===== src/rtl/smart_ac_pkg.sv =====
// rtl/smart_ac_pkg.sv - shared mode, fan, FSM and temperature band definitions for the smart AC blocks
package smart_ac_pkg;

    localparam int MODE_OFF = 0;
    localparam int MODE_MAX = 4;

    typedef enum logic [1:0] {
        FAN_OFF,
        FAN_LOW,
        FAN_MEDIUM,
        FAN_HIGH
    } fan_e;

    typedef enum logic {
        S_STEADY,
        S_DWELL
    } state_e;

    // Upper bounds of the temperature-difference bands for modes 0..3;
    // anything above the last band maps to the top mode.
    localparam int TEMP_BAND_0 = 0;
    localparam int TEMP_BAND_1 = 2;
    localparam int TEMP_BAND_2 = 4;
    localparam int TEMP_BAND_3 = 6;

    // One mode step from cur toward tgt; caller guarantees cur != tgt.
    function automatic logic [2:0] step_toward(input logic [2:0] cur, input logic [2:0] tgt);
        return (tgt > cur) ? cur + 3'd1 : cur - 3'd1;
    endfunction

endpackage


===== src/rtl/ac_temp_to_mode.sv =====
// rtl/ac_temp_to_mode.sv - combinational temperature difference to target mode mapping
module ac_temp_to_mode
    import smart_ac_pkg::*;
#(
    parameter int TEMP_W   = 8,
    parameter int MAX_MODE = MODE_MAX
) (
    input  logic [TEMP_W-1:0] temp_cur_i,
    input  logic [TEMP_W-1:0] temp_set_i,
    output logic [2:0]        mode_o
);

    localparam logic [2:0]          MAX_M = 3'(MAX_MODE);
    localparam logic signed [TEMP_W:0] BAND0 = (TEMP_W+1)'(TEMP_BAND_0);
    localparam logic signed [TEMP_W:0] BAND1 = (TEMP_W+1)'(TEMP_BAND_1);
    localparam logic signed [TEMP_W:0] BAND2 = (TEMP_W+1)'(TEMP_BAND_2);
    localparam logic signed [TEMP_W:0] BAND3 = (TEMP_W+1)'(TEMP_BAND_3);

    // One extra bit so a setpoint above the measurement goes negative instead of wrapping.
    logic signed [TEMP_W:0] diff;
    logic [2:0]             raw_mode;

    assign diff = $signed({1'b0, temp_cur_i}) - $signed({1'b0, temp_set_i});

    // Band lookup followed by a clamp to the configured top mode.
    always_comb begin
        raw_mode = 3'd0;
        if (diff > BAND3) begin
            raw_mode = 3'd4;
        end else if (diff > BAND2) begin
            raw_mode = 3'd3;
        end else if (diff > BAND1) begin
            raw_mode = 3'd2;
        end else if (diff > BAND0) begin
            raw_mode = 3'd1;
        end
        mode_o = (raw_mode > MAX_M) ? MAX_M : raw_mode;
    end

endmodule


===== src/rtl/ac_mode_sequencer.sv =====
// rtl/ac_mode_sequencer.sv - AC mode ramp sequencer with dwell and anti-short-cycle lockout; SMARTAC_ECO_EN adds an eco cap input
module ac_mode_sequencer
    import smart_ac_pkg::*;
#(
    parameter int MAX_MODE       = MODE_MAX,
    parameter int DWELL_CYCLES   = 1000,
    parameter int MIN_OFF_CYCLES = 5000,
    parameter int TEMP_W         = 8
) (
    input  logic              clk,
    input  logic              rst,
    input  logic              power_en,
    input  logic              auto_en,
    input  logic              btn_up,
    input  logic              btn_dn,
`ifdef SMARTAC_ECO_EN
    input  logic              eco,
`endif
    input  logic [TEMP_W-1:0] temp_cur,
    input  logic [TEMP_W-1:0] temp_set,
    output logic [2:0]        mode,
    output logic [2:0]        target,
    output logic              step_pulse,
    output logic              busy,
    output logic              lockout
);

    localparam int         DW    = $clog2(DWELL_CYCLES + 1);
    localparam int         LW    = $clog2(MIN_OFF_CYCLES + 1);
    localparam logic [2:0] MAX_M = 3'(MAX_MODE);
    localparam logic [2:0] OFF_M = 3'(MODE_OFF);

    state_e        state_q;
    logic [2:0]    mode_q;
    logic [2:0]    target_q;
    logic [2:0]    target_d;
    logic [DW-1:0] dwell_q;
    logic [LW-1:0] lock_q;
    logic          step_q;
    logic [2:0]    auto_mode;
    logic          blocked;

    ac_temp_to_mode #(
        .TEMP_W   (TEMP_W),
        .MAX_MODE (MAX_MODE)
    ) u_temp_to_mode (
        .temp_cur_i (temp_cur),
        .temp_set_i (temp_set),
        .mode_o     (auto_mode)
    );

    // Target arbitration: power switch, then thermostat, then buttons, then eco cap.
    always_comb begin
        target_d = target_q;
        if (!power_en) begin
            target_d = OFF_M;
        end else if (auto_en) begin
            target_d = auto_mode;
        end else if (btn_up && !btn_dn) begin
            target_d = (target_q >= MAX_M) ? MAX_M : target_q + 3'd1;
        end else if (btn_dn && !btn_up) begin
            target_d = (target_q == OFF_M) ? OFF_M : target_q - 3'd1;
        end
`ifdef SMARTAC_ECO_EN
        if (eco && (target_d > MAX_M - 3'd1)) begin
            target_d = MAX_M - 3'd1;
        end
`endif
    end

    // Target register.
    always_ff @(posedge clk or posedge rst) begin
        if (rst) begin
            target_q <= OFF_M;
        end else begin
            target_q <= target_d;
        end
    end

    // Leaving OFF is held off while the compressor lockout is still counting.
    assign blocked = (mode_q == OFF_M) && (target_q != OFF_M) && (lock_q != '0);

    // Ramp FSM: one step per visit to S_STEADY, then a dwell; also owns the lockout counter.
    always_ff @(posedge clk or posedge rst) begin
        if (rst) begin
            state_q <= S_STEADY;
            mode_q  <= OFF_M;
            dwell_q <= '0;
            lock_q  <= '0;
            step_q  <= 1'b0;
        end else begin
            step_q <= 1'b0;
            if (lock_q != '0) begin
                lock_q <= lock_q - 1'b1;
            end
            if (mode_q > MAX_M) begin
                mode_q  <= OFF_M;
                state_q <= S_STEADY;
                dwell_q <= '0;
            end else begin
                case (state_q)
                    S_STEADY: begin
                        if ((target_q != mode_q) && !blocked) begin
                            mode_q  <= step_toward(mode_q, target_q);
                            step_q  <= 1'b1;
                            dwell_q <= DW'(DWELL_CYCLES - 1);
                            state_q <= S_DWELL;
                            if ((mode_q == 3'd1) && (target_q == OFF_M)) begin
                                lock_q <= LW'(MIN_OFF_CYCLES);
                            end
                        end
                    end
                    S_DWELL: begin
                        if (dwell_q == '0) begin
                            state_q <= S_STEADY;
                        end else begin
                            dwell_q <= dwell_q - 1'b1;
                        end
                    end
                    default: state_q <= S_STEADY;
                endcase
            end
        end
    end

    assign mode       = mode_q;
    assign target     = target_q;
    assign step_pulse = step_q;
    assign busy       = (state_q == S_DWELL) || (target_q != mode_q);
    assign lockout    = (lock_q != '0);

endmodule

===== config.mk =====
export PLATFORM = sky130hd
export DESIGN_NAME = ac_mode_sequencer
export DESIGN_NICKNAME = d
export VERILOG_FILES = /design/src/rtl/smart_ac_pkg.sv /design/src/rtl/ac_temp_to_mode.sv /design/src/rtl/ac_mode_sequencer.sv
export SDC_FILE = /design/constraint.sdc
export NUM_CORES = 1
export LEC_CHECK = 0
export BUFFER_PORTS_ARGS = -buffer_cell sky130_fd_sc_hd__clkbuf_2
export CAP_MARGIN = 25
export CORE_MARGIN = 2
export CORE_UTILIZATION = 65
export CTS_BUF_LIST = sky130_fd_sc_hd__clkbuf_4
export CTS_CLUSTER_SIZE = 30
export DETAILED_ROUTE_END_ITERATION = 10
export GPL_ROUTABILITY_DRIVEN = 1
export PLACE_DENSITY = 0.91
export SYNTH_ARGS = -nofsm -noshare
export SYNTH_HDL_FRONTEND = slang
export SYNTH_SLANG_ARGS = --single-unit
export TNS_END_PERCENT = 30

===== constraint.sdc =====
create_clock -name clk -period 3.4 [get_ports clk]
set_clock_uncertainty 0.05 [all_clocks]
set_input_delay 0.17 -clock clk [delete_from_list [all_inputs] [get_ports clk]]
set_output_delay 0.17 -clock clk [all_outputs]
set_load 0.02 [all_outputs]

* Word level (Yosys, flattened, before mapping)
Index checks and enable logic that the tools add are counted.
Word-level totals: register bits after elaboration 31, bits of input ports 22, output and inout port bits 9, word-level logic and storage cells 76
Operators by class: add/subtract/negate cells 7, order comparisons 8, eq/ne operators 6, multiplexer cells 30, bitwise logic cells 1, reduce and logical (&&, ||, !) cells 18
Operator list (number):
- two-way mux 13 bit | 5
- two-way mux 3 bit | 14
- two-way mux 10 bit | 3
- one-hot mux 10 bit (2 select lines) | 1
- greater-than comparator 9 x 4 -> 1 bit (second input constant) | 2
- nonzero test 13 bit | 1
- subtractor 13 x 1 -> 13 bit (second input constant) | 1
- zero test 10 bit | 1
- subtractor 10 x 1 -> 10 bit (second input constant) | 1
- greater-than comparator 9 x 1 -> 1 bit (second input constant) | 1
- greater-than comparator 9 x 3 -> 1 bit (second input constant) | 1
- subtractor 8 x 8 -> 9 bit | 1
- adder 3 x 1 -> 3 bit (second input constant) | 2
- greater-than comparator 3 bit (second input constant) | 2
- logical AND 1 bit | 6
- zero test 3 bit | 2
- two-way mux 1 bit | 6
- != test 3 bit (second input constant) | 2
- subtractor 3 x 1 -> 3 bit (second input constant) | 2
- != test 4 x 1 -> 1 bit (second input constant) | 1
- AND reduction 2 bit | 2
- == test 3 x 1 -> 1 bit (second input constant) | 1
- greater-or-equal comparator 3 bit (second input constant) | 1
- greater-than comparator 3 bit | 1
- other kinds (8) | 10

* Logic depth before layout (Yosys ltp)
depth in word-level cells 10, gate-level depth with buffers 9

* By module
From an unflattened synthesis, not the netlist that was laid out.
Unflattened totals: cells, all modules 287, area, all modules 2561.2 µm²
By module, submodules not included:
- ac_mode_sequencer | instances 1, cells an instance 224, area each 2122.0 µm², seq. area each 775.7 µm²
- ac_temp_to_mode | instances 1, cells an instance 63, area each 439.2 µm², seq. area each 0.0 µm²

* Least setup slack after synthesis
No wires, ideal clock.
kind reg-to-reg, from reg target_q[0], in the netlist target[0], to reg target_q[0], in the netlist target[0], library setup time 95 ps, data arrival time 2017 ps, setup slack 1237 ps, stages on the path, launching flop included 10, buffers on the path 0, period minus slack after synthesis 2163 ps, cells stage by stage dfrtp_1 > inv_1 > ha_1 > ha_1 > inv_1 > nor2_1 > a2111oi_0 > a21oi_1 > or3b_2 > o31ai_1
Between the ends: longest elaborated chain between the ends 6, elaborated cells on any way between the ends 10, classes of those cells add/sub: 2; order compare: 1; mux: 6; reduce/logical: 1
Ends and longest elaborated chain:
- start: declaration | RTL line ac_mode_sequencer.sv:35 | logic [2:0] target_q;
- start signal: assignment | RTL line ac_mode_sequencer.sv:76 | target_q <= target_d;
- subtractor 3 x 1 -> 3 bit / zero test 3 bit (equally long branches) | RTL line ac_mode_sequencer.sv:62 | target_d = (target_q == OFF_M) ? OFF_M : target_q - 3'd1;
- two-way mux 3 bit | RTL line ac_mode_sequencer.sv:62
- two-way mux 3 bit | RTL line ac_mode_sequencer.sv:61 | end else if (btn_dn && !btn_up) begin
- two-way mux 3 bit (*) | RTL line ac_mode_sequencer.sv:59 | end else if (btn_up && !btn_dn) begin
- two-way mux 3 bit (*) | RTL line ac_mode_sequencer.sv:57 | end else if (auto_en) begin
- two-way mux 3 bit (*) | RTL line ac_mode_sequencer.sv:55 | if (!power_en) begin
Mark *: on every way between the ends. The rest lies on a longest branch, timed or not. The select of a mux whose other input is x is not followed. A chain may end at the register's enable or synchronous reset.

* Worst setup path in the final report
from reg mode_q[0], in the netlist mode[0], to reg lock_q[11]
Between the ends: longest elaborated chain between the ends 8, elaborated cells on any way between the ends 13, classes of those cells order compare: 1; eq/ne: 2; mux: 4; reduce/logical: 6
Ends and longest elaborated chain:
- start: declaration | RTL line ac_mode_sequencer.sv:34 | logic [2:0] mode_q;
- start signal: assignment | RTL line ac_mode_sequencer.sv:104 | mode_q <= step_toward(mode_q, target_q);
- zero test 3 bit | RTL line ac_mode_sequencer.sv:81 | assign blocked = (mode_q == OFF_M) && (target_q != OFF_M) && (lock_q != '0);
- logical AND 1 bit (2 in a row) | RTL line ac_mode_sequencer.sv:81
- zero test 1 bit | RTL line ac_mode_sequencer.sv:103 | if ((target_q != mode_q) && !blocked) begin
- logical AND 1 bit | RTL line ac_mode_sequencer.sv:103
- two-way mux 13 bit | RTL line ac_mode_sequencer.sv:103
- two-way mux 13 bit | RTL line ac_mode_sequencer.sv:101 | case (state_q)
- two-way mux 13 bit (*) | RTL line ac_mode_sequencer.sv:96 | if (mode_q > MAX_M) begin
- end signal: assignment | RTL line ac_mode_sequencer.sv:94 | lock_q <= lock_q - 1'b1;
- end signal: assignment | RTL line ac_mode_sequencer.sv:109 | lock_q <= LW'(MIN_OFF_CYCLES);
- end: declaration | RTL line ac_mode_sequencer.sv:38 | logic [LW-1:0] lock_q;
Mark *: on every way between the ends. The rest lies on a longest branch, timed or not.

==> metrics <==
Clock power frac 11.0%; Crit Reg-Reg Startpoint mode[0]; RSZ-0062 raised after global routing false; Crit Reg-Reg Endpoint lock_q[11]; Max-Cap Viols 0; most common cell after layout, fill and taps aside dfrtp_1; Die Ht between 60 and 70 um; DIE AREA between 4000 and 5000 um^2; Post-Syn Instances between 200 and 300; register share of total power a little under two fifths; layout cell share with drive strength beyond 1 roughly 16%; met2 WL about 2.4 mm; Final Hold Vio Count 0; Comb pwr share a little over 50%; GR Util All Layers 25.2%; H-tree depth 2; Max Used Layer met4; Net Count, Synth roughly 310; Slew @ Worst Pin 0.622 ns; TritonCTS buffer count 5; # IOs 31; share of the clock period used by the worst path between 70% and 80%; Net Switching about 860 uW; number of global-route vias before repair between 1500 and 2000; non-filler cells, final 350; internal power 1.04 mW; crit end category flip-flop; commonest cells after routing, fill and taps aside dfrtp_1, clkbuf_2, nor2_1, inv_1, ha_1; CTS Buffer Depth 2; asr flop ratio synth 100%; hold crit path type in -> reg; Port Buf Inserts 30; fillcell total around 250; final setup TNS 0 ns; Hold EP target[2]; met3 WL roughly 170 um; DR vias/cell approximately 5.7; Iteration-0 DRC Markers roughly 150; first-pass GRT wire length ~8 mm; Die W 63.9 um; final setup vio count 0; GR Overflow Total 0; Mean Syn Cell Area around 8.7 um^2; CTS tree built; R2R depth 7; Clock Latency Late Sink 0.34 ns; Final Critical Period about 2.5 ns; Diodes inserted 0; synthesized area 2330 um^2; Pre-Repair DR Iteration Count 4; Root Buffer clkbuf_4; hpwl dp 3.62 mm; achievable frequency slightly above 0.4 GHz; WP data arrival ~2.6 ns; Max Slew Vio Count 0; M1 WL around 2.1 mm; DR WL/cell around 14 um; DR DRC count 0; CP Launch Type flip-flop; pwr dens between 700 and 800 nW/um^2; Post-synth EDFFs 0; area delta synth->final 11.4%; critical path fanouts, max 16; Worst Hold Launch power_en; switching portion of total power between 40% and 50%; antenna violations before repair 0; post-synthesis sequential area ratio between 30 and 40%; Relative slew margins between 50 and 60%; pin count of the biggest net entering global routing 32; Worst-path clk slew 0.10 ns; GP Congestion between 0.8 and 0.9; # rows 21; ys flop type dfrtp_1; Unique masters post-synth 46; Seq cells post-synth 31; Final ANT Viol Nets 0; CP Class reg -> reg; total number of vias roughly 2000; Lkg Pwr roughly 1.2 nW; worst hold path depth 2; Placed Cells 341; Initial Util a little under 70%; Syn. warnings 0; worst reg-to-reg setup slack 0.92 ns; required time worst endpoint approximately 3.6 ns; CTS resizes 0; VDD IR-drop max ~460 uV; status completed; Final nets 350; clk sink count 31; WL final around 4.8 mm; Hold WS just over 0.04 ns; post-CTS setup buffer count 0; core box area 3390 um^2
[critical path, stage by stage, from the launching register on]
cell     delay (ns)
dfrtp_1        0.46
inv_1          0.09
ha_1           0.17
inv_1          0.05
ha_1           0.37
nor4b_1        0.46
nor2b_1        0.57
nor2_1         0.11
[area by class of cell]
cell class	instances	area [um^2]	area share (%)
multi-input cells	207	1450	55.7
repair buffers	32	168	6.46
clock inverters	3	15.0	0.578
flip-flops and latches	31	776	29.9
well taps	46	57.6	2.22
clock buffers	5	37.5	1.45
inverters	26	97.6	3.76
[registers in the layout, indices dropped and copies added, names as in the netlist]
register,flops
dwell_q,10
lock_q,13
mode,3
state_q,1
step_pulse,1
target,3
[worst max path at each step]
stage	startpoint	endpoint	slack [ns]	cells after the start
final	mode[0]	lock_q[11]	0.92	7
after floorplan	target[0]	target[0]	1.24	9
after detailed placement	mode[0]	lock_q[1]	0.97	7
after CTS	mode[0]	lock_q[11]	0.94	7
after global routing	mode[1]	lock_q[11]	0.73	7
after global placement	mode[0]	lock_q[1]	1.08	7
[per-stage QoR]
step	setup WS, ns	power, mW	area, um^2	util [%]
floorplan	1.24	1.45	2330	-
CTS	0.942	1.91	2600	76.6
global placement	1.08	1.64	2530	74.8
detailed placement	0.965	1.69	2530	74.8
finish	0.924	1.91	2600	76.6
global route	0.728	2.07	2600	76.6
[kinds of logic (layout without fill, tap and decap cells)]
group / after synthesis / in the layout / synth area share, %
simple gates: 103 / 103 / 23.3
fa+ha+maj: 25 / 25 / 13.4
xor+xnor: 20 / 20 / 7.52
mux: 1 / 1 / 0.430
flops: 31 / 31 / 33.3
buf+inv: 29 / 66 / 4.67
compound gates: 58 / 58 / 17.4
[layer usage]
| layer | GRT usage [%] | vias to the layer above |
|---|---|---|
| met5 | 0 | - |
| met2 | 43.6 | 40 |
| met1 | 30.6 | 952 |
| met3 | 4.58 | 6 |
| met4 | 10.9 | 0 |
| li1 | - | 1011 |
[synth_stat cells (3+ instances only)]
cell type	count	area share, %
nand2b_1	9	2.4
nor2_1	27	4.4
xor2_1	6	2.3
clkbuf_1	3	0.48
xnor2_1	14	5.3
ha_1	25	13
nor3_1	18	3.9
nand3_1	4	0.86
o21a_1	5	1.6
inv_1	26	4.2
nand2_1	19	3.1
nand4b_1	3	1.1
nor2b_1	4	1.1
a21oi_1	14	3.0
dfrtp_1	31	33
a311oi_1	3	1.1
o21ai_0	13	2.8
a211oi_1	5	1.6
[timing repair]
| item | 4_1_cts | 5_1_grt |
|---|---|---|
| hold buffers | 1 | 0 |
| setup endpoints to repair | 0 | 0 |
| hold endpoints to repair | 31 | 0 |
[power groups by stage]
stage	Combinational (mW)	Sequential, mW	Clock [mW]
detailed placement	0.963	0.727	0
CTS	0.974	0.722	0.212
global placement	0.922	0.716	0
global route	1.09	0.754	0.226
floorplan	0.749	0.702	0
finish	0.970	0.726	0.210
Note: power is estimated with default switching activity, not from simulation.
